==> config.mk <==
export PLATFORM = sky130hd
export DESIGN_NAME = qerv_pc_seq
export DESIGN_NICKNAME = d
export VERILOG_FILES = /design/src/rtl/qerv_pkg.sv /design/src/rtl/qerv_cnt.sv /design/src/rtl/qerv_pc_seq.sv
export SDC_FILE = /design/constraint.sdc
export NUM_CORES = 1
export LEC_CHECK = 0
export CAP_MARGIN = 20
export CORE_MARGIN = 10
export CORE_UTILIZATION = 40
export DETAILED_ROUTE_END_ITERATION = 7
export PLACE_DENSITY = 0.69
export REMOVE_ABC_BUFFERS = 1
export SLEW_MARGIN = 20
export SYNTH_ARGS = -nofsm -noshare
export SYNTH_HDL_FRONTEND = slang
export SYNTH_HIERARCHICAL = 1
export SYNTH_SLANG_ARGS = --single-unit
==> constraint.sdc <==
create_clock -name clk -period 3.2 [get_ports clk]
set_clock_uncertainty 0.15 [all_clocks]
set_input_delay 0.64 -clock clk [delete_from_list [all_inputs] [get_ports clk]]
set_output_delay 0.64 -clock clk [all_outputs]
set_load 0.05 [all_outputs]
==> src/rtl/qerv_pkg.sv <==
// qerv_pkg: shared FSM state encoding and counter sizing for the PC sequencer.
package qerv_pkg;
  typedef enum logic [1:0] {FETCH = 2'd0, DECODE = 2'd1, INIT = 2'd2, RUN = 2'd3} state_e;
  function automatic int cnt_bits(int w);
    return w == 4 ? 3 : 5;
  endfunction
endpackage

==> src/rtl/qerv_cnt.sv <==
// qerv_cnt: bit-position counter with strobe decode; one step covers W bits of a 32-bit word.
module qerv_cnt import qerv_pkg::*; #(
  parameter int W = 1
) (
  input  logic clk,
  input  logic i_rst,
  input  logic i_start,
  input  logic i_run,
  output logic o_cnt0,
  output logic o_cnt1,
  output logic o_cnt2,
  output logic o_cnt03,
  output logic o_cnt12to31,
  output logic o_cnt_done
);
  localparam int CW = cnt_bits(W);
  localparam int N = 32 / W;
  localparam logic [CW-1:0] LAST = CW'(N - 1);
  localparam logic [CW-1:0] C1 = CW'(W == 4 ? 0 : 1);
  localparam logic [CW-1:0] C2 = CW'(W == 4 ? 0 : 2);
  localparam logic [CW-1:0] C3 = CW'(W == 4 ? 0 : 3);
  localparam logic [CW-1:0] C12 = CW'(W == 4 ? 3 : 12);
  logic [CW-1:0] cnt_q, cnt_d;
  always_comb cnt_d = i_start ? '0 : i_run ? cnt_q + 1'b1 : cnt_q;
  always_ff @(posedge clk) begin
    if (i_rst) cnt_q <= '0;
    else cnt_q <= cnt_d;
  end
  always_comb begin
    o_cnt0 = i_run && cnt_q == '0;
    o_cnt1 = i_run && cnt_q == C1;
    o_cnt2 = i_run && cnt_q == C2;
    o_cnt03 = i_run && cnt_q <= C3;
    o_cnt12to31 = i_run && cnt_q >= C12;
    o_cnt_done = i_run && cnt_q == LAST;
  end
endmodule

==> src/rtl/qerv_pc_seq.sv <==
// qerv_pc_seq: fetch/decode/init/run sequencer driving the bit-serial PC datapath.
// Trap logic and misalign check compiled in only with QERV_PC_SEQ_TRAP_EN.
module qerv_pc_seq import qerv_pkg::*; #(
  parameter int W = 1,
  parameter int TRAP_VEC_CHK = 1
) (
  input  logic clk,
  input  logic i_rst,
  input  logic i_ibus_ack,
  input  logic i_two_stage,
  input  logic i_cond_jump,
  input  logic i_jal_or_jalr,
  input  logic i_take,
  input  logic i_misalign,
  input  logic i_trap_req,
  output logic o_ibus_cyc,
  output logic o_pc_en,
  output logic o_jump,
  output logic o_trap,
  output logic o_init,
  output logic o_cnt0,
  output logic o_cnt1,
  output logic o_cnt2,
  output logic o_cnt03,
  output logic o_cnt12to31,
  output logic o_cnt_done
);
  state_e state_q, state_d;
  logic jal_q, br_q, take_q, trap_w, act, init_last;
  assign act = !i_rst && (state_q == INIT || state_q == RUN);
  assign init_last = state_q == INIT && o_cnt_done;
  qerv_cnt #(.W(W)) u_cnt (
    .clk         (clk),
    .i_rst       (i_rst),
    .i_start     (state_q == DECODE),
    .i_run       (act),
    .o_cnt0      (o_cnt0),
    .o_cnt1      (o_cnt1),
    .o_cnt2      (o_cnt2),
    .o_cnt03     (o_cnt03),
    .o_cnt12to31 (o_cnt12to31),
    .o_cnt_done  (o_cnt_done)
  );
  always_ff @(posedge clk) begin
    if (i_rst) state_q <= FETCH;
    else state_q <= state_d;
  end
  always_comb
    state_d = state_q == FETCH ? (i_ibus_ack ? DECODE : FETCH) :
              state_q == DECODE ? (i_two_stage ? INIT : RUN) :
              !o_cnt_done ? state_q : state_q == INIT ? RUN : FETCH;
  always_ff @(posedge clk) begin
    if (i_rst) begin
      jal_q <= 1'b0;
      br_q <= 1'b0;
      take_q <= 1'b0;
    end else if (state_q == DECODE) begin
      jal_q <= i_jal_or_jalr;
      br_q <= i_cond_jump;
      take_q <= 1'b0;
    end else if (init_last) begin
      take_q <= i_take;
    end
  end
`ifdef QERV_PC_SEQ_TRAP_EN
  logic trap_q;
  always_ff @(posedge clk) begin
    if (i_rst) trap_q <= 1'b0;
    else if (state_q == DECODE) trap_q <= i_trap_req;
    else if (init_last && TRAP_VEC_CHK != 0 && i_misalign && (jal_q || (br_q && i_take))) trap_q <= 1'b1;
  end
  assign trap_w = trap_q;
`else
  logic unused_trap;
  assign unused_trap = ^{i_trap_req, i_misalign, TRAP_VEC_CHK != 0};
  assign trap_w = 1'b0;
`endif
  always_comb begin
    o_ibus_cyc = !i_rst && state_q == FETCH;
    o_init = !i_rst && state_q == INIT;
    o_pc_en = !i_rst && state_q == RUN;
    o_trap = o_pc_en && trap_w;
    o_jump = o_pc_en && !trap_w && (jal_q || (br_q && take_q));
  end
endmodule

==> reports/metrics.csv, run 1 <==
stage;metric;value;unit
setup_path;WP data required;2.41;ns
finish;number of nets in the finished design;113;
grt;overall track demand over capacity in global routing;8.81;%
sta;max-slew violation count;0;
cts;number of clock buffers inserted by TritonCTS;3;
detailed_routing;Antenna Violating Nets Remaining;0;
synth;flop and latch count out of synthesis;10;
setup_path;end of the worst register-to-register path;state_q[0]$_SDFFE_PP0P_;
power_and_ir_drop;P_sw;204;uW
sta;setup ws final;0.478;ns
placement;Placement Setup Slack;0.485;ns
detailed_routing;average wire per standard cell;13.3;um
finish;area added between synthesis and finish;40.6;%
power_and_ir_drop;Static Leak;0.000407;uW
synth;number of instances in the synthesized netlist;74;
power_and_ir_drop;share of power burned in combinational logic;45.8;%
sta;post-route fraction of the period consumed by the critical path;85.0;%
synth;Post-synth EDFFs;0;
finish;filler cell count in the final layout;135;
detailed_routing;detailed router's first-iteration violation count;6;
cts;CTS sink cnt;10;
job;count of maximum capacitance violations;0;
power_and_ir_drop;worst ir drop on vdd;279;uV
power_and_ir_drop;proportion of power drawn by the clock network;22.8;%
grt;number of global-route vias before repair;537;
grt;largest net degree at the start of global routing;12;
detailed_routing;total wirelength of the detailed-routed design;1.45;mm
synth;top cell type by total area after synthesis;sky130_fd_sc_hd__dfxtp_1;
setup_path;Critical Path End Type;output port;
cts;master cell of the clock root buffer;sky130_fd_sc_hd__clkbuf_4;
hold_path;Worst Hold Launch;br_q$_SDFFE_PP0P_;
cts;deepest level of the CTS H-tree;1;
floorplan;Core Area;1560;sq um
sta;setup violators final;0;
floorplan;Die X-Extent;61.2;um
synth;number of unique standard cell types used by synthesis;26;
setup_path;Setup crit start kind;primary input;
synth;average instance area after synthesis;9.16;sq um
cts;worst-skew pair later-pin latency;0.27;ns
detailed_routing;DRC violations left;0;
placement;sum of net half-perimeters after detailed placement;1.16;mm
sta;final number of hold-violating endpoints;0;
cts;CTS resizes;0;
finish;Ant. Diodes;0;
hold_path;hold path endpoint;br_q$_SDFFE_PP0P_;
power_and_ir_drop;switching part of the total power;39.1;%
synth;synthesized area;678;sq um
setup_path;startpoint of the lowest-slack register-to-register path;state_q[0]$_SDFFE_PP0P_;
setup_path;r2r worst-path depth;9;
finish;most used cells in the layout excluding fill and tap cells;sky130_fd_sc_hd__ha_1, sky130_fd_sc_hd__dfxtp_1, sky130_fd_sc_hd__nor2_1, sky130_fd_sc_hd__buf_12;
synth;portion of the post-synthesis area used by sequential elements;29.5;%
power_and_ir_drop;Power Dens Cells;549;nW/um^2
status;outcome;complete, no violations;
hold_path;WHS Path Cells;2;
synth;cells taking the most area after synthesis;sky130_fd_sc_hd__dfxtp_1, sky130_fd_sc_hd__ha_1, sky130_fd_sc_hd__mux2i_1;
cts;clock slew seen by the registers of the worst setup and hold paths;0.07;ns
cts;number of hold buffers added after cts;0;
setup_path;worst reg-to-reg setup slack;1.13;ns
hold_path;Worst Hold Class;reg -> reg;
floorplan;count of standard-cell rows;14;
floorplan;Die Ht;61.2;um
cts;Post-CTS Setup Inserts;0;
synth;Most used DFF post-synth;sky130_fd_sc_hd__dfxtp_1;
finish;final core occ;61.2;%
cts;CTS tree;done;
floorplan;Top-Level Pins;20;
placement;quantity of I/O buffers inserted on ports;16;
detailed_routing;routed vias;542;
power_and_ir_drop;Internal;319;uW
sta;top achievable clock speed;0.367;GHz
floorplan;initial core utilization;43.5;%
detailed_routing;Via density;4.97;
setup_path;category of the most critical setup path;in -> out;
finish;share of layout cells above drive strength 1;21.5;%
grt;antenna violations before repair;0;
sta;sum of negative setup slack;0;ns
sta;final worst path period need;2.72;ns
synth;FFs w/ async S/R, synth;0;%
grt;global-route wire length before repair;2.46;mm
grt;total overflow reported by the global router;0;
setup_path;maximum fanout along the worst path;4;
detailed_routing;number of optimization iterations in the first detailed-route pass;3;
setup_path;data arrival time of the critical path;1.93;ns
floorplan;Total Die Area;3740;sq um
synth;yosys warns;6;
placement;final estimated routing congestion in global placement;0.700;
power_and_ir_drop;Sequential Power Share;31.4;%
synth;share of Yosys cell area claimed by the top area cell type;29.5;%
cts;Bufs on Longest Clock Path;2;
sta;setup repair after global routing missed its margin;no;
-- metal layers --
layer	track usage [%]	vias to the layer above	share of wire, %
li1	-	284	-
met1	10.0	244	44
met2	13.3	10	48
met3	4.12	4	6.2
met4	4.89	0	1.8
met5	0	-	0
-- critical path, stage by stage --
cell and delay (ns):
sky130_fd_sc_hd__clkdlybuf4s50_1 0.44, sky130_fd_sc_hd__nor2_1 0.18, sky130_fd_sc_hd__nor4b_4 0.28, sky130_fd_sc_hd__o31a_1 0.24
sky130_fd_sc_hd__buf_12 0.15
-- through the flow --
stage,hold slack [ns],power (uW),std cells,cell area (sq um)
6_report,0.372,523,109,953
3_5_place_dp,0.356,408,105,917
3_3_place_gp,0.332,401,105,917
5_1_grt,0.412,561,109,953
2_1_floorplan,0.310,331,71,659
4_1_cts,0.373,531,109,953
-- power groups by stage --
stage / Sequential [uW] / Clock (uW) / Combinational [uW]
after floorplan: 160 / 0 / 171
after global placement: 164 / 0 / 237
after detailed placement: 167 / 0 / 241
after CTS: 164 / 124 / 243
after global routing: 168 / 129 / 264
final: 164 / 119 / 239
-- final cells by class --
cell class,instances,area [sq um],share of cell area (%)
multi-input combinational,57,444,46.6
timing repair buffer,18,238,24.9
inverter,4,15.0,1.57
clock buffer,4,36.3,3.81
sequential,10,200,21.0
tap,16,20.0,2.10
-- registers in the layout, summed over array words and instances, names as in the netlist --
name / count
u_cnt/cnt_q: 5
state_q: 2
br_q: 1
jal_q: 1
take_q: 1
-- how the worst max path moves through the flow --
stage | start | endpoint | slack, ns | depth (start not counted)
after global routing | i_rst | o_cnt03 | 0.42 | 5
after floorplan | i_rst | o_jump | 0.24 | 2
final | i_rst | o_cnt03 | 0.48 | 5
after global placement | i_rst | o_cnt03 | 0.51 | 5
after CTS | i_rst | o_cnt03 | 0.48 | 5
after detailed placement | i_rst | o_cnt03 | 0.49 | 5
-- cell families after synthesis --
family,synth area share (%)
AOI/OAI and AO/OA,6.83
and+or+nand+nor,27.9
buffers and inverters,4.98
other,0.553
adders and majority gates,18.5
xor gates and xnor gates,1.29
DFF,29.5
muxes,10.5
-- cell usage after synthesis (2+ instances only) --
library cell and n:
sky130_fd_sc_hd__nand2_1 2, sky130_fd_sc_hd__ha_1 10, sky130_fd_sc_hd__nor2b_1 6, sky130_fd_sc_hd__mux2i_1 6, sky130_fd_sc_hd__dfxtp_1 10, sky130_fd_sc_hd__and2_1 4, sky130_fd_sc_hd__inv_1 4, sky130_fd_sc_hd__nor3_1 3
sky130_fd_sc_hd__a21oi_1 4, sky130_fd_sc_hd__buf_4 2, sky130_fd_sc_hd__nor2_1 8
Power figures use the tool's default switching activity.
==> run 2: changes to the inputs <==
--- a/config.mk
+++ b/config.mk
@@ -8,6 +8,7 @@
 export CAP_MARGIN = 20
 export CORE_MARGIN = 10
 export CORE_UTILIZATION = 40
+export CTS_CLUSTER_SIZE = 12
 export DETAILED_ROUTE_END_ITERATION = 7
 export PLACE_DENSITY = 0.69
 export REMOVE_ABC_BUFFERS = 1
==> results of run 2 <==
Same layout as run 1: the final DEF is identical, and so are final timing and power.
